### config.mk
export PLATFORM = sky130hd
export DESIGN_NAME = vblank_bus_sequencer
export DESIGN_NICKNAME = d
export VERILOG_FILES = /design/src/rtl/vblank_bus_sequencer.sv
export SDC_FILE = /design/constraint.sdc
export NUM_CORES = 1
export LEC_CHECK = 0
export ABC_CLOCK_PERIOD_IN_PS = 9200
export CAP_MARGIN = 0
export CORE_MARGIN = 8
export CORE_UTILIZATION = 55
export CTS_CLUSTER_DIAMETER = 150
export DETAILED_ROUTE_END_ITERATION = 6
export PLACE_DENSITY = 0.82
export SYNTH_ARGS = -nofsm -noshare
export SYNTH_HDL_FRONTEND = slang
export SYNTH_SLANG_ARGS = --single-unit
### constraint.sdc
create_clock -name clk -period 9.2 [get_ports clk]
set_clock_uncertainty 0.05 [all_clocks]
set_input_delay 1.38 -clock clk [delete_from_list [all_inputs] [get_ports clk]]
set_output_delay 1.38 -clock clk [all_outputs]
set_load 0.01 [all_outputs]
### src/rtl/vblank_bus_sequencer.sv
// vblank_bus_sequencer
//   Programmable vblank bus master. On each vsync rising edge it runs a small
//   script of bus operations (load, store acc, store immediate, add immediate,
//   auto-increment store) against the shared video/RAM bus. It sits between the
//   frame timing generator and the system bus mux.
//
//   Optional feature macro: SEQ_DONE_IRQ_EN adds the 'done' output, a one-cycle
//   pulse when a script run completes normally (END or last entry). It does not
//   pulse when a run is aborted.
//
// Ports
//   clk       system clock
//   reset     asynchronous active-low reset
//   vsync     vertical blank level from the timing generator
//   addr      bus address
//   data      bus write data
//   din       bus read data, valid when ack=1
//   rw        1=write, 0=read, qualified by req (0 whenever req=0)
//   req       bus request, held until ack
//   ack       bus acknowledge, completes the transfer in that cycle
//   cfg_we    script entry write strobe (ignored while busy)
//   cfg_idx   script entry index
//   cfg_op    entry opcode
//   cfg_addr  entry address
//   cfg_imm   entry immediate
//   busy      script running (FETCH or BUS)
//   acc       accumulator, for observation
//   done      (SEQ_DONE_IRQ_EN only) run-complete pulse
module vblank_bus_sequencer #(
   parameter int ADDR_W = 16,
   parameter int DATA_W = 8,
   parameter int NSTEPS = 8
) (
   input  logic                      clk,
   input  logic                      reset,
   input  logic                      vsync,
   output logic [ADDR_W-1:0]         addr,
   output logic [DATA_W-1:0]         data,
   input  logic [DATA_W-1:0]         din,
   output logic                      rw,
   output logic                      req,
   input  logic                      ack,
   input  logic                      cfg_we,
   input  logic [$clog2(NSTEPS)-1:0] cfg_idx,
   input  logic [2:0]                cfg_op,
   input  logic [ADDR_W-1:0]         cfg_addr,
   input  logic [DATA_W-1:0]         cfg_imm,
   output logic                      busy,
   output logic [DATA_W-1:0]         acc
`ifdef SEQ_DONE_IRQ_EN
   ,
   output logic                      done
`endif
);

   localparam int IDX_W = $clog2(NSTEPS);

   localparam logic [2:0] OP_END   = 3'b000;
   localparam logic [2:0] OP_LOAD  = 3'b001;
   localparam logic [2:0] OP_STA   = 3'b010;
   localparam logic [2:0] OP_STI   = 3'b011;
   localparam logic [2:0] OP_ADDI  = 3'b100;
   localparam logic [2:0] OP_STINC = 3'b101;

   typedef enum logic [1:0] {S_IDLE, S_FETCH, S_BUS, S_DONE} state_t;

   state_t              state, state_nx;
   logic [IDX_W-1:0]    pc, pc_nx;
   logic [2:0]          cur_op, cur_op_nx;
   logic [ADDR_W-1:0]   addr_nx;
   logic [DATA_W-1:0]   data_nx;
   logic [DATA_W-1:0]   acc_nx;
   logic                rw_nx, req_nx;
   logic                vsync_q;
   logic                start, last, stinc_wb;

   logic [2:0]          op_mem   [NSTEPS];
   logic [ADDR_W-1:0]   addr_mem [NSTEPS];
   logic [DATA_W-1:0]   imm_mem  [NSTEPS];

   logic [2:0]          e_op;
   logic [ADDR_W-1:0]   e_addr;
   logic [DATA_W-1:0]   e_imm;

   // Modulo-2^DATA_W add; overflow wraps silently.
   function automatic logic [DATA_W-1:0] wrap_add(input logic [DATA_W-1:0] a,
                                                  input logic [DATA_W-1:0] b);
      return a + b;
   endfunction

   assign start  = vsync & ~vsync_q;
   assign last   = (pc == IDX_W'(NSTEPS - 1));
   assign busy   = (state == S_FETCH) || (state == S_BUS);
   assign e_op   = op_mem[pc];
   assign e_addr = addr_mem[pc];
   assign e_imm  = imm_mem[pc];
   // A STINC entry is bumped only when its transfer actually completes.
   assign stinc_wb = (state == S_BUS) && vsync && ack && (cur_op == OP_STINC);

   always_ff @(posedge clk or negedge reset) begin
      if (!reset) begin
         state   <= S_IDLE;
         pc      <= '0;
         cur_op  <= OP_END;
         addr    <= '0;
         data    <= '0;
         rw      <= 1'b0;
         req     <= 1'b0;
         acc     <= '0;
         vsync_q <= 1'b0;
      end else begin
         state   <= state_nx;
         pc      <= pc_nx;
         cur_op  <= cur_op_nx;
         addr    <= addr_nx;
         data    <= data_nx;
         rw      <= rw_nx;
         req     <= req_nx;
         acc     <= acc_nx;
         vsync_q <= vsync;
      end
   end

   always_comb begin
      state_nx  = state;
      pc_nx     = pc;
      cur_op_nx = cur_op;
      addr_nx   = addr;
      data_nx   = data;
      rw_nx     = rw;
      req_nx    = req;
      acc_nx    = acc;
      case (state)
         S_IDLE: begin
            if (start) begin
               state_nx = S_FETCH;
               pc_nx    = '0;
            end
         end
         S_FETCH: begin
            if (!vsync) begin
               state_nx = S_IDLE;
               req_nx   = 1'b0;
               rw_nx    = 1'b0;
            end else begin
               case (e_op)
                  OP_LOAD, OP_STA, OP_STI, OP_STINC: begin
                     state_nx  = S_BUS;
                     cur_op_nx = e_op;
                     addr_nx   = e_addr;
                     data_nx   = (e_op == OP_STA) ? acc : e_imm;
                     rw_nx     = (e_op != OP_LOAD);
                     req_nx    = 1'b1;
                  end
                  OP_ADDI: begin
                     acc_nx = wrap_add(acc, e_imm);
                     if (last) state_nx = S_DONE;
                     else      pc_nx    = pc + IDX_W'(1);
                  end
                  default: state_nx = S_DONE;
               endcase
            end
         end
         S_BUS: begin
            // Abort drops the request; the interrupted op is not replayed.
            if (!vsync) begin
               state_nx = S_IDLE;
               req_nx   = 1'b0;
               rw_nx    = 1'b0;
            end else if (ack) begin
               req_nx = 1'b0;
               rw_nx  = 1'b0;
               if (cur_op == OP_LOAD) acc_nx = din;
               if (last) begin
                  state_nx = S_DONE;
               end else begin
                  pc_nx    = pc + IDX_W'(1);
                  state_nx = S_FETCH;
               end
            end
         end
         S_DONE: begin
            if (!vsync) state_nx = S_IDLE;
         end
         default: state_nx = S_IDLE;
      endcase
   end

   // Script table. The busy gate keeps host writes and STINC writeback apart.
   always_ff @(posedge clk or negedge reset) begin
      if (!reset) begin
         for (int i = 0; i < NSTEPS; i++) begin
            op_mem[i]   <= OP_END;
            addr_mem[i] <= '0;
            imm_mem[i]  <= '0;
         end
      end else if (stinc_wb) begin
         imm_mem[pc] <= wrap_add(imm_mem[pc], DATA_W'(1));
      end else if (cfg_we && !busy) begin
         op_mem[cfg_idx]   <= cfg_op;
         addr_mem[cfg_idx] <= cfg_addr;
         imm_mem[cfg_idx]  <= cfg_imm;
      end
   end

`ifdef SEQ_DONE_IRQ_EN
   // Only FETCH/BUS completions enter DONE, so any entry into DONE is a
   // normal finish; aborts go to IDLE and never pulse.
   always_ff @(posedge clk or negedge reset) begin
      if (!reset) done <= 1'b0;
      else        done <= (state_nx == S_DONE) && (state != S_DONE);
   end
`endif

endmodule
==> flow_summary.rst <==
.. list-table::
   :header-rows: 1

   * - Metric
     - Value
   * - RSZ-0062 raised after global routing
     - false
   * - Sort of element at the end of the critical path
     - register
   * - Highest Signal Layer
     - met5
   * - Die extent in x
     - 169.2 um
   * - Post-synthesis instance area
     - 12,910 um^2
   * - Share of final-layout standard cells stronger than drive strength 1
     - 0.1953
   * - Final wirelength
     - 35,340 um
   * - Power per Cell Area
     - 383.2 nW/um^2
   * - Routed Antenna Nets
     - 0
   * - Storage element area
     - around 6500 um^2
   * - CP bufs+invs
     - 3
   * - Leading register cell type out of synthesis
     - sky130_fd_sc_hd__dfrtp_1
   * - Power share of the clock group
     - 0.191
   * - Die Y
     - 169.2 um
   * - Area overhead of the layout relative to synthesis
     - 14.24%
   * - Wire per inst
     - 22.24 um
   * - Max Transition Viols Final
     - 0
   * - IO Pins
     - 78
   * - Headroom to the max-slew limit
     - 0.1050
   * - Filler cells
     - around 1,800
   * - Met3 WL post-DR
     - about 3400 um
   * - Cell at the root of the clock tree
     - sky130_fd_sc_hd__clkbuf_16
   * - Period utilization
     - 0.5142
   * - HPWL reported at the end of detailed placement
     - between 20,000 and 25,000 um
   * - Clock input transition at the sequential cells of the worst setup and hold paths
     - 0.06 ns
   * - CP startpoint kind
     - register
   * - Slowest library cell on the worst path
     - sky130_fd_sc_hd__dfrtp_2
   * - Hold WC Path Type
     - reg2reg
   * - Number of enable-type register cells in the synthesized netlist
     - 0
   * - Final non-filler cell area
     - 14,750 um^2
   * - Maximum capacitance violations
     - 0
   * - Vias per inst
     - 6.325
   * - Global-route usage over all layers
     - 0.2458
   * - Slowest cell delay on critical path
     - 0.97 ns
   * - Port buffer count
     - 77
   * - Maximum number of pins on one net before global-route repair
     - 111
   * - Via count
     - 10,050
   * - Yosys cell types
     - 64
   * - Number of hold buffers added after cts
     - 0
   * - Overall die area
     - 28,640 um^2
   * - Critical path's top delay family
     - multiplexers
   * - DRT met1 WL
     - 14,220 um
   * - Part of the Yosys area used for sequential elements
     - 0.5019
   * - Overflow left after global routing
     - 0
   * - Floorplan core area
     - around 23,000 um^2
   * - Number of antenna cells inserted
     - 0
   * - Static leakage power
     - 6.298 nW
   * - Post-CTS Resized
     - 0
   * - Iteration-0 DRC Markers
     - 1,242
   * - Weighted congestion reported at the end of routability-driven placement
     - 0.9558
   * - Crit path arrival time
     - 5.13 ns
   * - Max Clock Freq
     - 211.4 MHz
   * - Initial standard-cell utilization of the core
     - 0.5551
   * - Amount of wire on met2 after detailed routing
     - 16,310 um
   * - Share of async-settable or async-resettable flops after synthesis
     - 1.000
   * - DR DRC count
     - 0
   * - Flop and latch count out of synthesis
     - 259
   * - Net count after synthesis
     - 1,254
   * - Final min period
     - around 4.7 ns
   * - Category of the most critical setup path
     - reg2reg
   * - Number of buffers created by CTS
     - 27
   * - Post-Synthesis Cells
     - 1,196
   * - Post-CTS setup buffer count
     - 0
   * - Total number of placement rows
     - 56
   * - Clock latency on the worst-skew pair
     - around 0.55 ns
   * - Clock sink count
     - 259
   * - Peak supply drop
     - 0.2509 mV
   * - Gate power share
     - 0.446
   * - Vias in the first global route
     - 10,100
   * - Global-route wire length before repair
     - between 50,000 and 60,000 um
   * - Deepest level of the CTS H-tree
     - 1
   * - Cells traversed along the worst timing path
     - buf_4, mux4_2, mux2i_1, inv_1, ha_1, inv_1, fa_1, nor2b_1, o21ai_0, a21boi_0, o21ai_0, mux2i_1, a21oi_1, a21o_1
   * - Post-route setup TNS
     - 0 ns
   * - Max Fanout on Critical Path
     - 39
   * - Initial DRT Pass Iterations
     - 7
   * - Sequential share of power
     - 0.364
   * - Number of antenna violations at the first check in global routing
     - 1
   * - Multi-input logic area
     - 6026 um^2
   * - Switch share
     - 0.3879
   * - Number of buffers between clock root and the deepest sink
     - 3
   * - Synth warnings
     - 0
   * - Synthesized area divided by synthesized cell count
     - approximately 11 um^2
   * - Internal power
     - 3.460 mW
   * - TritonCTS clock tree
     - done
   * - # nets final
     - 1,309
   * - Status
     - finished clean
   * - Actual slew at the worst max-slew pin
     - 1.336 ns
   * - Area of placed instances
     - 13,880 um^2
   * - Setup-violating endpoint count in the final report
     - 0
   * - Required @ worst endpoint
     - ~9.6 ns
   * - Sw Pwr
     - 2.193 mW
   * - Final-report hold violation count
     - 0
cell families (layout without fill, tap and decap cells):
kind of cell             Yosys count  after routing  synth area share
AO/OA/AOI/OAI                    274            274            0.1325
adder cells (fa/ha/maj)           15             15           0.01512
flip-flops                       259            259            0.5019
AND/OR/NAND/NOR                  344            344            0.1145
XOR/XNOR                           9              9          0.007849
buffers and inverters             86            160           0.03198
multiplexers                     209            209            0.1961
metal layers:
metal	vias to the layer above	GRT usage
met2	567	0.3894
met5	-	0
met1	4965	0.3214
li1	4402	-
met3	114	0.05792
met4	2	0.1023
stage by stage:
step / hold slack (ns) / worst slack, ns / total power [mW] / instances / util
detailed placement: 0.4136 / 4.156 / 4.535 / 1541 / 0.5969
floorplan: 0.3901 / 5.913 / 3.757 / 1196 / -
global route: 0.4457 / 4.259 / 5.990 / 1589 / 0.6341
finish: 0.4261 / 4.469 / 5.653 / 1589 / 0.6341
global placement: 0.4050 / 4.277 / 4.416 / 1541 / 0.5969
CTS: 0.4276 / 4.585 / 5.631 / 1589 / 0.6341
synthesized netlist by cell type (all sizes together), types with 3 or more instances:
master | n | share of area
o2bb2ai | 3 | 0.0020
clkbuf | 32 | 0.0093
mux4 | 20 | 0.035
mux2 | 149 | 0.13
ha | 14 | 0.014
a21o | 3 | 0.0017
nor2 | 106 | 0.031
xnor2 | 5 | 0.0051
nand4 | 3 | 0.0019
a22oi | 5 | 0.0029
a22o | 10 | 0.0068
nor4 | 3 | 0.0019
a221o | 3 | 0.0024
nand2b | 3 | 0.0015
nand3b | 8 | 0.0047
nor3 | 13 | 0.0058
a311oi | 5 | 0.0047
a221oi | 21 | 0.014
and2 | 7 | 0.0034
a211oi | 19 | 0.011
o22ai | 6 | 0.0029
o21ai | 88 | 0.034
o31ai | 3 | 0.0017
nand2 | 165 | 0.048
a21oi | 90 | 0.035
nor2b | 9 | 0.0044
a31oi | 4 | 0.0019
nand3 | 19 | 0.0074
inv | 17 | 0.0049
mux2i | 40 | 0.031
buf | 37 | 0.018
xor2 | 4 | 0.0027
nor3b | 3 | 0.0017
dfrtp | 259 | 0.50
power groups by stage:
stage,logic (mW),clock network (mW),registers [mW]
after global placement,2.39,0,2.02
after floorplan,1.81,0,1.95
after CTS,2.50,1.09,2.04
after global routing,2.75,1.13,2.11
final,2.52,1.08,2.06
after detailed placement,2.48,0,2.05
worst paths after layout:
| kind | depth (start not counted) | slack (ns) | from | to |
|---|---|---|---|---|
| hold reg to reg | 2 | 0.43 | data[7] | data[7] |
| setup / recovery | 14 | 4.47 | pc[2] | acc[6] |
| min in group asynchronous | 1 | 0.87 | reset | state[0] |
| max in group asynchronous | 2 | 6.73 | reset | addr_mem[73] |
| hold / removal | 2 | 0.43 | data[7] | data[7] |
| setup reg to reg | 14 | 4.47 | pc[2] | acc[6] |
cell usage in the layout (no fill, tap or decap), types with 4 or more instances in the layout:
cell type and n:
sky130_fd_sc_hd__dfrtp_1 256, sky130_fd_sc_hd__mux2i_1 40, sky130_fd_sc_hd__a221oi_1 21, sky130_fd_sc_hd__mux4_2 20, sky130_fd_sc_hd__a31oi_1 4, sky130_fd_sc_hd__a211oi_1 19, sky130_fd_sc_hd__nand3b_1 8, sky130_fd_sc_hd__xor2_1 4
sky130_fd_sc_hd__clkbuf_16 27, sky130_fd_sc_hd__nor2_1 105, sky130_fd_sc_hd__clkdlybuf4s50_1 76, sky130_fd_sc_hd__clkinv_2 4, sky130_fd_sc_hd__ha_1 14, sky130_fd_sc_hd__mux2_2 148, sky130_fd_sc_hd__a22o_1 10, sky130_fd_sc_hd__nand2_1 165
sky130_fd_sc_hd__clkbuf_1 8, sky130_fd_sc_hd__o21ai_1 7, sky130_fd_sc_hd__o21ai_0 81, sky130_fd_sc_hd__nor2b_1 8, sky130_fd_sc_hd__and2_1 7, sky130_fd_sc_hd__a22oi_1 5, sky130_fd_sc_hd__a311oi_1 4, sky130_fd_sc_hd__nand3_1 19
sky130_fd_sc_hd__buf_4 18, sky130_fd_sc_hd__o22ai_1 6, sky130_fd_sc_hd__inv_1 16, sky130_fd_sc_hd__nor3_1 11, sky130_fd_sc_hd__clkbuf_8 6, sky130_fd_sc_hd__a21oi_1 89
tightest hold or removal path, stage by stage (launching register included):
cell	delay [ns]
sky130_fd_sc_hd__dfrtp_1	0.34
sky130_fd_sc_hd__nand2_1	0.04
sky130_fd_sc_hd__o21ai_0	0.06
flip-flops by register name, indices dropped and copies added, names as in the netlist:
register and count:
acc 8, addr 16, addr_mem 128, cur_op 3, data 8, imm_mem 64
op_mem 24, pc 3, req 1, rw 1, state 2, vsync_q 1
layout make-up:
cell class	instances	share of cell area
sequential	259	0.4396
tap	319	0.02706
clock inverter	7	0.005344
clock buffer	41	0.05344
inverter	17	0.004326
timing repair buffer	95	0.06175
multi-input combinational	851	0.4085
(Power assumes the default switching activity.)
